`config.mk`:
```
export PLATFORM = sky130hd
export DESIGN_NAME = vga_gain_serializer_flat
export DESIGN_NICKNAME = d
export VERILOG_FILES = /design/src/rtl/vga_gain_serializer_if.sv /design/src/rtl/vga_gain_serializer.sv /design/src/flat_wrapper.sv
export SDC_FILE = /design/constraint.sdc
export NUM_CORES = 1
export LEC_CHECK = 0
export CORE_MARGIN = 2
export CORE_UTILIZATION = 45
export DETAILED_ROUTE_END_ITERATION = 8
export DONT_BUFFER_PORTS = 1
export PLACE_DENSITY = 0.65
export SLEW_MARGIN = 15
export SYNTH_ARGS = -nofsm -noshare
export SYNTH_HDL_FRONTEND = slang
export SYNTH_SLANG_ARGS = --single-unit
```
`constraint.sdc`:
```
create_clock -name clk -period 2.1 [get_ports clk]
set_input_delay 0.105 -clock clk [delete_from_list [all_inputs] [get_ports clk]]
set_output_delay 0.105 -clock clk [all_outputs]
set_load 0.005 [all_outputs]
```
`src/rtl/vga_gain_serializer_if.sv`:
```
// Gain handshake and 3-wire VGA serial bus between the AGC side and the serializer.
interface vga_gain_serializer_if;
  logic [5:0] gain_code;
  logic       gain_valid;
  logic       gain_ready;
  logic       spi_sclk;
  logic       spi_sdata;
  logic       spi_sen_n;
  logic       busy;
  logic [5:0] applied_gain;
  logic       frame_done;

  modport master (
    output gain_code, gain_valid,
    input  gain_ready, spi_sclk, spi_sdata, spi_sen_n, busy, applied_gain, frame_done
  );

  modport slave (
    input  gain_code, gain_valid,
    output gain_ready, spi_sclk, spi_sdata, spi_sen_n, busy, applied_gain, frame_done
  );
endinterface

```
`src/rtl/vga_gain_serializer.sv`:
```
// Maps the AGC gain code onto the three VGA stage fields and shifts them out MSB first.
// Define VGA_PARITY_EN to append an even-parity bit (17-bit frames).
module vga_gain_serializer #(
  parameter int         DIV    = 2,
  parameter logic [2:0] HEADER = 3'b101
) (
  input logic                    clk,
  input logic                    RESETn,
  vga_gain_serializer_if.slave   bus
);

`ifdef VGA_PARITY_EN
  localparam int NBITS = 17;
`else
  localparam int NBITS = 16;
`endif

  localparam logic [3:0] DIV_LAST = 4'(DIV - 1);
  localparam logic [4:0] BIT_LAST = 5'(NBITS - 1);

  typedef enum logic [1:0] {IDLE, SHIFT, HOLD, GAP} state_t;

  state_t           state, next_state;
  logic [3:0]       div_cnt;
  logic [4:0]       bit_cnt;
  logic             phase_hi;
  logic [NBITS-1:0] shreg;
  logic [5:0]       code_lat;
  logic [5:0]       applied_q;
  logic             div_last;

  logic [5:0]       diff10, diff20;
  logic [4:0]       vga1;
  logic [3:0]       vga2, vga3;
  logic [15:0]      payload;
  logic [NBITS-1:0] frame;

  assign div_last = (div_cnt == DIV_LAST);
  assign diff10   = bus.gain_code - 6'd10;
  assign diff20   = bus.gain_code - 6'd20;

  // Gain ladder: vga3 fills first, then vga2, then vga1, saturating at code 38.
  always_comb begin
    vga1 = '0;
    vga2 = '0;
    vga3 = '0;
    if (bus.gain_code < 6'd10) begin
      vga3 = bus.gain_code[3:0];
    end else if (bus.gain_code < 6'd20) begin
      vga2 = diff10[3:0];
      vga3 = 4'd10;
    end else if (bus.gain_code < 6'd39) begin
      vga1 = diff20[4:0];
      vga2 = 4'd10;
      vga3 = 4'd10;
    end else begin
      vga1 = 5'd18;
      vga2 = 4'd10;
      vga3 = 4'd10;
    end
  end

  assign payload = {HEADER, vga1, vga2, vga3};
`ifdef VGA_PARITY_EN
  assign frame = {payload, ^payload};
`else
  assign frame = payload;
`endif

  always_ff @(posedge clk) begin
    if (!RESETn) state <= IDLE;
    else         state <= next_state;
  end

  always_comb begin
    next_state = state;
    case (state)
      IDLE:  if (bus.gain_valid) next_state = SHIFT;
      SHIFT: if (div_last && phase_hi && bit_cnt == BIT_LAST) next_state = HOLD;
      HOLD:  if (div_last) next_state = GAP;
      GAP:   if (div_last) next_state = IDLE;
      default: next_state = IDLE;
    endcase
  end

  // Bit advance happens on the sclk high-to-low step, so data only moves while sclk is low.
  always_ff @(posedge clk) begin
    if (!RESETn) begin
      div_cnt   <= '0;
      bit_cnt   <= '0;
      phase_hi  <= 1'b0;
      shreg     <= '0;
      code_lat  <= '0;
      applied_q <= 6'd63;
    end else begin
      case (state)
        IDLE: begin
          div_cnt  <= '0;
          bit_cnt  <= '0;
          phase_hi <= 1'b0;
          if (bus.gain_valid) begin
            shreg    <= frame;
            code_lat <= bus.gain_code;
          end
        end
        SHIFT: begin
          if (div_last) begin
            div_cnt  <= '0;
            phase_hi <= ~phase_hi;
            if (phase_hi && bit_cnt != BIT_LAST) begin
              bit_cnt <= bit_cnt + 5'd1;
              shreg   <= {shreg[NBITS-2:0], 1'b0};
            end
          end else begin
            div_cnt <= div_cnt + 4'd1;
          end
        end
        default: begin
          phase_hi <= 1'b0;
          div_cnt  <= div_last ? 4'd0 : div_cnt + 4'd1;
          if (state == GAP && div_last) applied_q <= code_lat;
        end
      endcase
    end
  end

  always_comb begin
    bus.gain_ready   = (state == IDLE);
    bus.busy         = (state != IDLE);
    bus.spi_sclk     = (state == SHIFT) && phase_hi;
    bus.spi_sen_n    = !((state == SHIFT) || (state == HOLD));
    bus.spi_sdata    = ((state == SHIFT) || (state == HOLD)) ? shreg[NBITS-1] : 1'b0;
    bus.frame_done   = (state == GAP) && div_last;
    bus.applied_gain = applied_q;
  end

endmodule

```
`src/flat_wrapper.sv`:
```
// flat-port wrapper written by rule: the top's interface ports become plain ports
module vga_gain_serializer_flat 
#(
  parameter int         DIV    = 2,
  parameter logic [2:0] HEADER = 3'b101
)
  (clk, RESETn, bus_gain_code, bus_gain_valid, bus_gain_ready, bus_spi_sclk, bus_spi_sdata, bus_spi_sen_n, bus_busy, bus_applied_gain, bus_frame_done);
  vga_gain_serializer_if bus_i ();
  input logic clk;
  input logic RESETn;
  input wire logic [$bits(bus_i.gain_code)-1:0] bus_gain_code;
  input wire logic [$bits(bus_i.gain_valid)-1:0] bus_gain_valid;
  output wire logic [$bits(bus_i.gain_ready)-1:0] bus_gain_ready;
  output wire logic [$bits(bus_i.spi_sclk)-1:0] bus_spi_sclk;
  output wire logic [$bits(bus_i.spi_sdata)-1:0] bus_spi_sdata;
  output wire logic [$bits(bus_i.spi_sen_n)-1:0] bus_spi_sen_n;
  output wire logic [$bits(bus_i.busy)-1:0] bus_busy;
  output wire logic [$bits(bus_i.applied_gain)-1:0] bus_applied_gain;
  output wire logic [$bits(bus_i.frame_done)-1:0] bus_frame_done;
  assign bus_i.gain_code = bus_gain_code;
  assign bus_i.gain_valid = bus_gain_valid;
  assign bus_gain_ready = bus_i.gain_ready;
  assign bus_spi_sclk = bus_i.spi_sclk;
  assign bus_spi_sdata = bus_i.spi_sdata;
  assign bus_spi_sen_n = bus_i.spi_sen_n;
  assign bus_busy = bus_i.busy;
  assign bus_applied_gain = bus_i.applied_gain;
  assign bus_frame_done = bus_i.frame_done;
  vga_gain_serializer #(.DIV(DIV), .HEADER(HEADER)) u_core (.clk(clk), .RESETn(RESETn), .bus(bus_i));
endmodule
```
==> metrics.txt <==
# TYPE chip_impl_metric gauge
chip_impl_metric{name="power.density",unit="nW/um2"} 1210
chip_impl_metric{name="p_leak",unit="nW"} 0.977
chip_impl_metric{name="synthesis.nets",unit=""} 258
chip_impl_metric{name="final.setup_skew",unit="ps"} 3.55
chip_impl_metric{name="place.port_buffers",unit=""} 0
chip_impl_metric{name="clk_pin_slew",unit="ps"} 70
chip_impl_metric{name="dieWidth",unit="um"} 72.4
chip_impl_metric{name="cpPeakStageDelay",unit="ps"} 330
chip_impl_info{name="layout.cells.most_common",value="dfxtp_1"} 1
chip_impl_metric{name="final_max_slew_viols",unit=""} 0
chip_impl_metric{name="timing.final.hold_violations",unit=""} 0
chip_impl_metric{name="count_of_pins_on_the_block_boundary",unit=""} 21
chip_impl_metric{name="totalPowerFinal",unit="W"} 0.00278
chip_impl_metric{name="hold_slack",unit="ps"} 42.6
chip_impl_metric{name="effective_utilization_at_floorplan",unit="%"} 47.4
chip_impl_metric{name="synth_top_cell_area_share",unit="%"} 38.0
chip_impl_info{name="timing_worst_setup_path_type",value="register to register"} 1
chip_impl_metric{name="syn-cell-area",unit="um2"} 2110
chip_impl_metric{name="p_sw_share",unit="%"} 36.2
chip_impl_info{name="critPathLaunch",value="u_core.bit_cnt[0]"} 1
chip_impl_metric{name="die-height",unit="um"} 72.4
chip_impl_metric{name="fin_tns_setup",unit="ps"} 0
chip_impl_metric{name="globalRoute.totalOverflow",unit=""} 0
chip_impl_metric{name="worstPathRequired",unit="ps"} 2300
chip_impl_metric{name="area.growth.synth_to_final",unit="%"} 8.67
chip_impl_metric{name="worstSkewPairLatency",unit="ps"} 290
chip_impl_info{name="yosys.area.top_type",value="dfxtp_1"} 1
chip_impl_metric{name="cts-buffers-inserted",unit=""} 5
chip_impl_metric{name="edff_count_synth",unit=""} 0
chip_impl_info{name="timing.critical_path.slowest_stage_cell",value="dfxtp_1"} 1
chip_impl_info{name="crit_path_cells",value="ha_1 > and3_1 > ha_1 > nand3b_1 > o21ai_4 > buf_4 > a21oi_1 > a311oi_1"} 1
chip_impl_metric{name="power.sequential.fraction",unit="%"} 37.2
chip_impl_metric{name="sequential_share_of_the_synthesized_area",unit="%"} 38.0
chip_impl_metric{name="fp.dieArea",unit="um2"} 5240
chip_impl_metric{name="number_of_hold_repair_buffers_added_at_the_cts_stage",unit=""} 8
chip_impl_metric{name="first_global_vias",unit=""} 1569
chip_impl_metric{name="hold_path_depth",unit=""} 2
chip_impl_info{name="synth_ff_type",value="dfxtp_1"} 1
chip_impl_metric{name="drt_wl_total",unit="mm"} 4.38
chip_impl_metric{name="postCtsSetupRepairBufs",unit=""} 0
chip_impl_info{name="hp-start",value="RESETn"} 1
chip_impl_metric{name="route.detailed.drc",unit=""} 0
chip_impl_metric{name="dp_hpwl",unit="mm"} 2.99
chip_impl_metric{name="postSynthAreaPerCell",unit="um2"} 8.96
chip_impl_metric{name="reg2regPathDepth",unit=""} 8
chip_impl_metric{name="net_switching_power",unit="W"} 0.00101
chip_impl_metric{name="cp_max_fanout",unit=""} 8
chip_impl_metric{name="yosysWarnings",unit=""} 0
chip_impl_info{name="worst_r2r_startpoint",value="u_core.bit_cnt[0]"} 1
chip_impl_metric{name="crit_arrival",unit="ps"} 2170
chip_impl_metric{name="clock_tree.buffer_depth",unit=""} 2
chip_impl_metric{name="cell_internal_pwr",unit="W"} 0.00177
chip_impl_metric{name="fraction_of_synthesis_flops_using_an_asynchronous_set_or_reset_pin",unit="%"} 0
chip_impl_metric{name="irDropWorstVdd",unit="mV"} 0.435
chip_impl_metric{name="rows",unit=""} 24
chip_impl_metric{name="number_of_endpoints_failing_setup_at_the_final_stage",unit=""} 0
chip_impl_metric{name="route.detailed.wl_per_inst",unit="um"} 14.9
chip_impl_info{name="cell_mode_on_critical_path",value="ha_1"} 1
chip_impl_info{name="most-common-layout-cells",value="40 x dfxtp_1, 32 x nand2_1, 19 x nand3_1, 16 x a21oi_1, 15 x mux2i_1"} 1
chip_impl_metric{name="grt_usage",unit="%"} 18.4
chip_impl_info{name="status",value="finished, final reports clean"} 1
chip_impl_metric{name="syn-instance-count",unit=""} 235
chip_impl_metric{name="via_count",unit=""} 1641
chip_impl_metric{name="tightest_slew",unit="ps"} 996
chip_impl_info{name="unrepaired_setup_endpoints_after_global_routing",value="no"} 1
chip_impl_metric{name="cts_num_sinks",unit=""} 40
chip_impl_info{name="endpoint_kind",value="register"} 1
chip_impl_metric{name="antenna-diode-count",unit=""} 0
chip_impl_info{name="clock_tree_from_tritoncts",value="yes"} 1
chip_impl_metric{name="grt_max_degree",unit=""} 28
chip_impl_metric{name="postCtsResizedCells",unit=""} 0
chip_impl_metric{name="ys_seq_elements",unit=""} 40
chip_impl_metric{name="pwr-share-clk",unit="%"} 22.1
chip_impl_metric{name="relSlewSlack",unit="%"} 33.4
chip_impl_metric{name="antenna_left",unit=""} 0
chip_impl_metric{name="cts.htree.levels",unit=""} 2
chip_impl_metric{name="post_detailed_route_via_to_cell_ratio",unit=""} 5.56
chip_impl_metric{name="routabilityCongestion",unit=""} 0.863
chip_impl_metric{name="post_route_clock_period_utilization",unit="%"} 93.7
chip_impl_info{name="setup.worst_path.start_class",value="register"} 1
chip_impl_info{name="clock-root-buffer",value="clkbuf_8"} 1
chip_impl_metric{name="synthDistinctLibCells",unit=""} 49
chip_impl_metric{name="cap_viol_max_count",unit=""} 0
chip_impl_metric{name="drt_first_iter_violations",unit=""} 121
chip_impl_metric{name="final_layout_size_suffix_gt1_share",unit="%"} 8.64
chip_impl_metric{name="core_region_area",unit="um2"} 4440
chip_impl_metric{name="timing.final.crit_period",unit="ps"} 1970
chip_impl_metric{name="drt_pre_antenna_iters",unit=""} 4
chip_impl_metric{name="finalNetCount",unit=""} 265
chip_impl_info{name="synthTopCellsByArea",value="dfxtp_1 38%, ha_1 8.3%, mux2i_1 7.1%"} 1
chip_impl_metric{name="p_comb_share",unit="%"} 40.7
chip_impl_info{name="worstHoldPathType",value="input pin to register"} 1
chip_impl_metric{name="grt_pass1_wl",unit="mm"} 7.40
chip_impl_metric{name="grt_antenna_before_repair",unit=""} 0
chip_impl_metric{name="maxClockFrequency",unit="MHz"} 508
-- layer usage --
metal | global-route usage, % | vias to the layer above | wire length, um
met2 | 28.2 | 30 | 1960
met5 | 0 | - | 0
met3 | 4.86 | 11 | 180
li1 | - | 840 | -
met4 | 9.47 | 0 | 112
met1 | 23.8 | 760 | 2130
-- power groups by stage --
| stage | clock [W] | sequential, W | combinational [W] |
|---|---|---|---|
| after floorplan | 0 | 0.00103 | 0.00105 |
| after global placement | 0 | 0.00105 | 0.00109 |
| after detailed placement | 0 | 0.00105 | 0.00111 |
| after CTS | 0.000628 | 0.00103 | 0.00113 |
| after global routing | 0.000660 | 0.00106 | 0.00125 |
| final | 0.000613 | 0.00103 | 0.00113 |
-- Yosys cell counts (2+ instances only) --
cell and instances:
inv_1 12, and3_1 2, o211a_1 4, mux2i_1 15
nand3_1 19, dfxtp_1 40, clkbuf_1 3, nor2_1 12
xor2_1 3, a21oi_1 16, nand2_1 32, nand4_1 3
a31oi_1 2, nor2b_1 2, a311oi_1 3, buf_2 3
and2_1 3, ha_1 14, nor3_1 4, xnor2_1 3
nand2b_1 4, o21ai_0 4, buf_6 4, o2111ai_1 3
-- final timing paths --
| kind | to | slack [ps] |
|---|---|---|
| worst max-delay path | u_core.shreg[8] | 130 |
| worst max register to register | u_core.shreg[8] | 130 |
| worst min-delay path | u_core.div_cnt[1] | 40 |
| worst min register to register | u_core.shreg[14] | 450 |
-- critical path: cells and delay by family (launching register included) --
| kind | cells | cell delay (ps) |
|---|---|---|
| buffers and inverters | 1 | 190 |
| flip-flops | 1 | 330 |
| AO/OA/AOI/OAI | 3 | 520 |
| adder cells (fa/ha/maj) | 2 | 410 |
| AND/OR/NAND/NOR | 2 | 420 |
-- registers in the layout, indices dropped and copies added, names as in the netlist --
name,cells
u_core.bit_cnt,5
u_core.bus.applied_gain,6
u_core.code_lat,6
u_core.div_cnt,4
u_core.phase_hi,1
u_core.shreg,16
u_core.state,2
-- cell type report --
| type | count | area, um2 |
|---|---|---|
| Fill cell | 435 | 2160 |
| Multi-Input combinational cell | 169 | 1140 |
| Sequential cell | 40 | 801 |
| Timing Repair Buffer | 14 | 125 |
| Clock buffer | 6 | 72.6 |
| Tap cell | 52 | 65.1 |
| Inverter | 12 | 45.0 |
| Clock inverter | 2 | 35.0 |
-- through the flow --
step	utilization (%)	cells	cell area, um2	worst slack, ps
after CTS	51.5	295	2290	125
after detailed placement	47.3	279	2100	137
after global placement	47.3	279	2100	236
final	51.5	295	2290	132
after floorplan	-	235	2110	258
after global routing	51.5	295	2290	0.525
-- kinds of logic after synthesis --
logic type               Yosys count  share of synthesized area (%)
AND/OR/NAND/NOR                   91                           21.7
XOR/XNOR                           6                           2.50
buffers and inverters             26                           7.60
adder cells (fa/ha/maj)           14                           8.32
AO/OA/AOI/OAI                     42                           14.1
flip-flops                        40                           38.0
multiplexers                      16                           7.66
No activity file was read; power rests on OpenSTA's default activity.
